===== src/rtl/sram_sdi_target.sv =====
// Serial SRAM (23LC1024-style) target for SPI/SDI busses, oversampled in the clk domain.
// Backed by an external byte-wide RAM through a one-clock-latency read port.
module sram_sdi_target #(
  parameter int ADDRBITS = 17
) (
  input  logic                clk,
  input  logic                reset,
  input  logic                sck,
  input  logic                cs,
  input  logic [1:0]          d_in,
  output logic [1:0]          d_out,
  output logic [1:0]          d_oe,
  output logic                sdi_mode,
  output logic [ADDRBITS-1:0] mem_addr,
  output logic                mem_we,
  output logic [7:0]          mem_wdata,
  output logic                mem_re,
  input  logic [7:0]          mem_rdata
);

  // state     | meaning
  // ST_IDLE   | cs high (or not yet re-armed after reset), waiting for cs fall
  // ST_CMD    | shifting in the 8-bit command
  // ST_ADDR   | shifting in the 24-bit address
  // ST_DUMMY  | SDI read dummy byte, first data pair goes out on its last fall
  // ST_RDATA  | streaming read bytes out on sck falls
  // ST_WDATA  | assembling write bytes on sck rises
  // ST_IGNORE | unsupported or mode command, bus idle until cs high
  typedef enum logic [2:0] {
    ST_IDLE, ST_CMD, ST_ADDR, ST_DUMMY, ST_RDATA, ST_WDATA, ST_IGNORE
  } state_t;

  state_t state_q, state_d;

  logic sck_s1_q, sck_s2_q, sck_prev_q;
  logic cs_s1_q, cs_s2_q, cs_prev_q;
  logic [1:0] d_s1_q, d_s2_q;

  logic [ADDRBITS-2:0] sr_q, sr_d;
  logic [ADDRBITS-1:0] sr_shift;
  logic [4:0]          cnt_q, cnt_d, cnt_inc, step;
  logic                is_read_q, is_read_d;
  logic                pend_set_q, pend_set_d, pend_clr_q, pend_clr_d;
  logic                sdi_mode_q, sdi_mode_d;
  logic [ADDRBITS-1:0] addr_q, addr_d;
  logic [7:0]          tx_q, tx_d;
  logic [1:0]          d_out_q, d_out_d, d_oe_q, d_oe_d;
  logic                we_q, we_d, re_q, re_d, re_dly_q;
  logic [7:0]          wdata_q, wdata_d;

  logic rise_ev, fall_ev, cs_rise, cs_fall;

  // Sync chains reset low so a cs already low at reset release never looks like a new select.
  always_ff @(posedge clk) begin
    if (reset) begin
      sck_s1_q   <= 1'b0;
      sck_s2_q   <= 1'b0;
      sck_prev_q <= 1'b0;
      cs_s1_q    <= 1'b0;
      cs_s2_q    <= 1'b0;
      cs_prev_q  <= 1'b0;
      d_s1_q     <= 2'b00;
      d_s2_q     <= 2'b00;
    end else begin
      sck_s1_q   <= sck;
      sck_s2_q   <= sck_s1_q;
      sck_prev_q <= sck_s2_q;
      cs_s1_q    <= cs;
      cs_s2_q    <= cs_s1_q;
      cs_prev_q  <= cs_s2_q;
      d_s1_q     <= d_in;
      d_s2_q     <= d_s1_q;
    end
  end

  assign rise_ev  = sck_s2_q & ~sck_prev_q;
  assign fall_ev  = ~sck_s2_q & sck_prev_q;
  assign cs_rise  = cs_s2_q & ~cs_prev_q;
  assign cs_fall  = ~cs_s2_q & cs_prev_q;
  assign step     = sdi_mode_q ? 5'd2 : 5'd1;
  assign cnt_inc  = cnt_q + step;
  assign sr_shift = sdi_mode_q ? {sr_q[ADDRBITS-3:0], d_s2_q} : {sr_q, d_s2_q[0]};

  always_ff @(posedge clk) begin
    if (reset) state_q <= ST_IDLE;
    else       state_q <= state_d;
  end

  always_comb begin
    state_d = state_q;
    if (cs_rise) begin
      state_d = ST_IDLE;
    end else begin
      case (state_q)
        ST_IDLE:  if (cs_fall) state_d = ST_CMD;
        ST_CMD:
          if (rise_ev && cnt_inc == 5'd8) begin
            if (sr_shift[7:0] == 8'h03 || sr_shift[7:0] == 8'h02) state_d = ST_ADDR;
            else                                                  state_d = ST_IGNORE;
          end
        ST_ADDR:
          if (rise_ev && cnt_inc == 5'd24) begin
            if (!is_read_q)      state_d = ST_WDATA;
            else if (sdi_mode_q) state_d = ST_DUMMY;
            else                 state_d = ST_RDATA;
          end
        ST_DUMMY: if (fall_ev && cnt_q == 5'd8) state_d = ST_RDATA;
        default:  state_d = state_q;
      endcase
    end
  end

  always_comb begin
    sr_d       = sr_q;
    cnt_d      = cnt_q;
    is_read_d  = is_read_q;
    pend_set_d = pend_set_q;
    pend_clr_d = pend_clr_q;
    sdi_mode_d = sdi_mode_q;
    addr_d     = addr_q;
    tx_d       = tx_q;
    d_out_d    = d_out_q;
    d_oe_d     = d_oe_q;
    we_d       = 1'b0;
    re_d       = 1'b0;
    wdata_d    = wdata_q;
    if (we_q)     addr_d = addr_q + 1'b1;
    if (re_dly_q) tx_d   = mem_rdata;
    if (cs_rise) begin
      d_oe_d     = 2'b00;
      cnt_d      = 5'd0;
      pend_set_d = 1'b0;
      pend_clr_d = 1'b0;
      if (pend_set_q)      sdi_mode_d = 1'b1;
      else if (pend_clr_q) sdi_mode_d = 1'b0;
    end else begin
      case (state_q)
        ST_IDLE:
          if (cs_fall) cnt_d = 5'd0;
        ST_CMD:
          if (rise_ev) begin
            sr_d  = sr_shift[ADDRBITS-2:0];
            cnt_d = cnt_inc;
            if (cnt_inc == 5'd8) begin
              cnt_d = 5'd0;
              case (sr_shift[7:0])
                8'h03:   is_read_d = 1'b1;
                8'h02:   is_read_d = 1'b0;
                8'h3B:   begin pend_set_d = 1'b1; pend_clr_d = 1'b0; end
                8'hFF:   begin pend_clr_d = 1'b1; pend_set_d = 1'b0; end
                default: ;
              endcase
            end
          end
        ST_ADDR:
          if (rise_ev) begin
            sr_d  = sr_shift[ADDRBITS-2:0];
            cnt_d = cnt_inc;
            if (cnt_inc == 5'd24) begin
              cnt_d  = 5'd0;
              addr_d = sr_shift;
              re_d   = is_read_q;
            end
          end
        ST_DUMMY: begin
          if (rise_ev && cnt_q != 5'd8) cnt_d = cnt_inc;
          if (fall_ev && cnt_q == 5'd8) begin
            d_out_d = tx_q[7:6];
            tx_d    = {tx_q[5:0], 2'b00};
            d_oe_d  = 2'b11;
            cnt_d   = 5'd2;
          end
        end
        ST_RDATA:
          if (fall_ev) begin
            if (sdi_mode_q) begin
              d_out_d = tx_q[7:6];
              tx_d    = {tx_q[5:0], 2'b00};
              d_oe_d  = 2'b11;
            end else begin
              d_out_d = {tx_q[7], 1'b0};
              tx_d    = {tx_q[6:0], 1'b0};
              d_oe_d  = 2'b10;
            end
            cnt_d = cnt_inc;
            // Byte fully driven: fetch the next one well before the following fall.
            if (cnt_inc == 5'd8) begin
              cnt_d  = 5'd0;
              addr_d = addr_q + 1'b1;
              re_d   = 1'b1;
            end
          end
        ST_WDATA:
          if (rise_ev) begin
            sr_d  = sr_shift[ADDRBITS-2:0];
            cnt_d = cnt_inc;
            if (cnt_inc == 5'd8) begin
              cnt_d   = 5'd0;
              we_d    = 1'b1;
              wdata_d = sr_shift[7:0];
            end
          end
        default: ;
      endcase
    end
  end

  always_ff @(posedge clk) begin
    if (reset) begin
      sr_q       <= '0;
      cnt_q      <= 5'd0;
      is_read_q  <= 1'b0;
      pend_set_q <= 1'b0;
      pend_clr_q <= 1'b0;
      sdi_mode_q <= 1'b0;
      addr_q     <= '0;
      tx_q       <= 8'h00;
      d_out_q    <= 2'b00;
      d_oe_q     <= 2'b00;
      we_q       <= 1'b0;
      re_q       <= 1'b0;
      re_dly_q   <= 1'b0;
      wdata_q    <= 8'h00;
    end else begin
      sr_q       <= sr_d;
      cnt_q      <= cnt_d;
      is_read_q  <= is_read_d;
      pend_set_q <= pend_set_d;
      pend_clr_q <= pend_clr_d;
      sdi_mode_q <= sdi_mode_d;
      addr_q     <= addr_d;
      tx_q       <= tx_d;
      d_out_q    <= d_out_d;
      d_oe_q     <= d_oe_d;
      we_q       <= we_d;
      re_q       <= re_d;
      re_dly_q   <= re_q;
      wdata_q    <= wdata_d;
    end
  end

  assign d_out     = d_out_q;
  assign d_oe      = d_oe_q;
  assign sdi_mode  = sdi_mode_q;
  assign mem_addr  = addr_q;
  assign mem_we    = we_q;
  assign mem_wdata = wdata_q;
  assign mem_re    = re_q;

endmodule

===== config.mk =====
export PLATFORM = sky130hd
export DESIGN_NAME = sram_sdi_target
export DESIGN_NICKNAME = d
export VERILOG_FILES = /design/src/rtl/sram_sdi_target.sv
export SDC_FILE = /design/constraint.sdc
export NUM_CORES = 1
export LEC_CHECK = 0
export ABC_AREA = 0
export ABC_CLOCK_PERIOD_IN_PS = 5000
export BUFFER_PORTS_ARGS = -buffer_cell sky130_fd_sc_hd__buf_2
export CAP_MARGIN = 30
export CORE_MARGIN = 8
export CORE_UTILIZATION = 43
export DETAILED_ROUTE_END_ITERATION = 10
export GPL_TIMING_DRIVEN = 1
export HOLD_SLACK_MARGIN = 0.1
export PLACE_DENSITY = 0.64
export SYNTH_ARGS = -nofsm -noshare
export SYNTH_HDL_FRONTEND = slang
export SYNTH_SLANG_ARGS = --single-unit
export TNS_END_PERCENT = 10

===== constraint.sdc =====
create_clock -name clk -period 5 [get_ports clk]
set_input_delay 1 -clock clk [delete_from_list [all_inputs] [get_ports clk]]
set_output_delay 1 -clock clk [all_outputs]
set_load 0.02 [all_outputs]

==> qor.yml <==
outcome: "finished, final reports clean"
synth_top_cell_by_area: "dfxtp_1"
cts_buffers: 9
r2r_end: "state_q[0]$_SDFFE_PP0P_"
synth_commonest_cells: "dfxtp_1, nor2_1, nand2_1"
dr.pass1.iters: 5
syn_area_mm2: 0.00434
period_needed_ps: 2930
gp_congestion: 0.946
htreeDepth: 3
clk_latency_ps: 360
ant_nets: 0
ys_seq_area_share_pct: 36.0
setup_slack_ps: 2070
synthArstFlopShare_pct: 0
synth_seq_cells: 78
yosys_warnings: 0
root_buffer: "clkbuf_8"
worstHoldPathCells: 1
clkSinkCount: 78
startpoint: "sdi_mode$_SDFFE_PP0P_"
cp-end-kind: "flip-flop"
cp_data_required_time_ps: 5260
reg2reg_slack_ps: 2070
io_buffers: 45
post_cts_resized: 0
synth_edf_count: 0
tritoncts: "done"
power_density_mw_per_mm2: 310
grt_pass1_vias: 3520
hp-start: "cs_s1_q$_SDFF_PP0_"
yosysMostFrequentCell: "dfxtp_1"
hold_end: "cs_s2_q$_SDFF_PP0_"
relSlewSlack_pct: 47.0
hp-class: "reg -> reg"
maxCapViolations: 0
rows: 36
antenna_found_initial: 0
hold_violations: 0
hold_buffers: 0
ir_worst_vdd_uv: 238
finClkSkew_ps: 7.11
place_hpwl_um: 7900
post-route-drc-count: 0
detailedPlace.worstSlack_ps: 2100
pin_count: 46
final.setup.tns_ps: 0
vias: 3780
die_h_um: 116
synth_nets: 517
crit_type: "reg -> reg"
grt_overflow_total: 0
core_mm2: 0.00977
setup_viol: 0
grtUsageTotal_pct: 17.0
die_w_um: 116
final.period_utilization_pct: 58.5
drv_slew: 0
nets: 541
routed_wl_um: 10900
via_per_inst: 5.72
path_max_fanout: 28
yosysUniqueCellTypes: 69
start_kind: "flip-flop"
post_cts_buffers: 0
synth_top_flop_cell: "dfxtp_1"
fmax_ghz: 0.342
rsz0062_at_grt: "false"
cts_buffer_depth: 2
initial_utilization_pct: 44.4
worstPathArrival_ps: 3190
drtIter0Drc: 266
p_leak_nw: 1.67
worst_r2r_path_depth: 8
dieArea_mm2: 0.0136
drive_above_1_share_pct: 18.2
r2r_start: "sdi_mode$_SDFFE_PP0P_"
clk_pin_slew_worst_paths_ps: 90
grt_pass1_wl_um: 18200
syn-instance-count: 499
synth.area.top_cells: "dfxtp_1, mux2i_1, nor2_1, a211oi_1, xor2_1"
syn_to_final_growth_pct: 10.2
synth_top_area_share_pct: 36.0
grt_max_degree: 52
avgSynthCellArea_um2: 8.69
n_antenna_cell: 0
routedWlPerCell_um: 16.5
tightest_slew_ps: 790
-- through the flow --
stage	instances	hold WS, ps	cell area (um2)	power, mW	util (%)
floorplan	499	414	4340	0.980	-
global placement	645	418	4600	1.06	47.1
detailed placement	645	423	4600	1.05	47.1
CTS	661	447	4780	1.50	48.9
global route	661	460	4780	1.57	48.9
finish	661	442	4780	1.48	48.9
-- sequential cells by signal, indices dropped and copies added (netlist names), 2 cells and up --
signal / count
d_s2_q: 2
d_out: 2
mem_addr: 17
cnt_q: 5
tx_q: 8
d_s1_q: 2
state_q: 3
d_oe: 2
sr_q: 16
mem_wdata: 8
-- layer usage --
layer  part of all wire (%)  track usage (%)  wire [um]  vias up
met2                     44             24.7       4810      121
met3                    5.6             3.31        611       14
met1                     49             23.9       5290     1773
li1                       -                -          -     1872
met5                      0                0          0        -
met4                    1.7             6.91        184        0
-- where the power goes --
part	total, mW	switching, mW	internal, mW
Clock	0.440	0.256	0.184
Sequential	0.703	0.0584	0.645
Combinational	0.340	0.207	0.133
-- worst max path at each step --
stage	to	cells past startpoint	slack, ps
final	state_q[0]$_SDFFE_PP0P_	8	2070
after CTS	state_q[0]$_SDFFE_PP0P_	8	2070
after global placement	mem_addr[12]$_SDFF_PP0_	6	2180
after global routing	state_q[0]$_SDFFE_PP0P_	8	1760
after floorplan	mem_wdata[5]$_SDFFE_PP0P_	13	1750
after detailed placement	state_q[0]$_SDFFE_PP0P_	8	2100
-- kinds of logic after synthesis --
logic type	Yosys count	synth area share, %
AO/OA/AOI/OAI	113	19.4
adder cells (fa/ha/maj)	4	1.33
multiplexers	36	8.62
flip-flops	78	36.0
buffers and inverters	39	3.95
AND/OR/NAND/NOR	198	24.1
XOR/XNOR	31	6.61
-- placed cells by master, fill, tap and decap left out, types with 3 or more instances in the layout --
| cell | n |
|---|---|
| o21ai_0 | 3 |
| and3_1 | 5 |
| clkbuf_8 | 9 |
| nand3b_1 | 3 |
| mux2i_1 | 25 |
| xnor2_1 | 12 |
| xor2_1 | 17 |
| nor4_1 | 6 |
| a21oi_1 | 28 |
| nand2b_1 | 8 |
| nor3_1 | 14 |
| nor2_1 | 61 |
| a211o_1 | 3 |
| mux2_2 | 11 |
| a31oi_1 | 5 |
| buf_4 | 3 |
| o211ai_1 | 3 |
| o221ai_1 | 5 |
| or3_1 | 4 |
| ha_1 | 3 |
| buf_2 | 45 |
| clkinvlp_4 | 4 |
| nand2_1 | 32 |
| o22ai_1 | 10 |
| nand4_1 | 9 |
| a211oi_1 | 20 |
| a21o_1 | 3 |
| a22oi_1 | 10 |
| nand3_1 | 20 |
| dfxtp_1 | 78 |
| nor2b_1 | 16 |
| inv_1 | 4 |
-- worst max-delay path, stage by stage, from the launching register on --
cell,delay (ps)
dfxtp_1,340
buf_4,370
fa_1,490
nor2_1,150
and2_1,290
nand2_1,300
o31ai_1,510
a21oi_1,130
a311oi_1,250
-- final cells by class --
cell class	count	area [um2]
clock buffer	9	124
clock inverter	7	56.3
fill	970	4990
inverter	4	15.0
multi-input combinational	382	2610
sequential	78	1560
tap	133	166
timing repair buffer	48	248
Note: power is estimated with default switching activity, not from simulation.
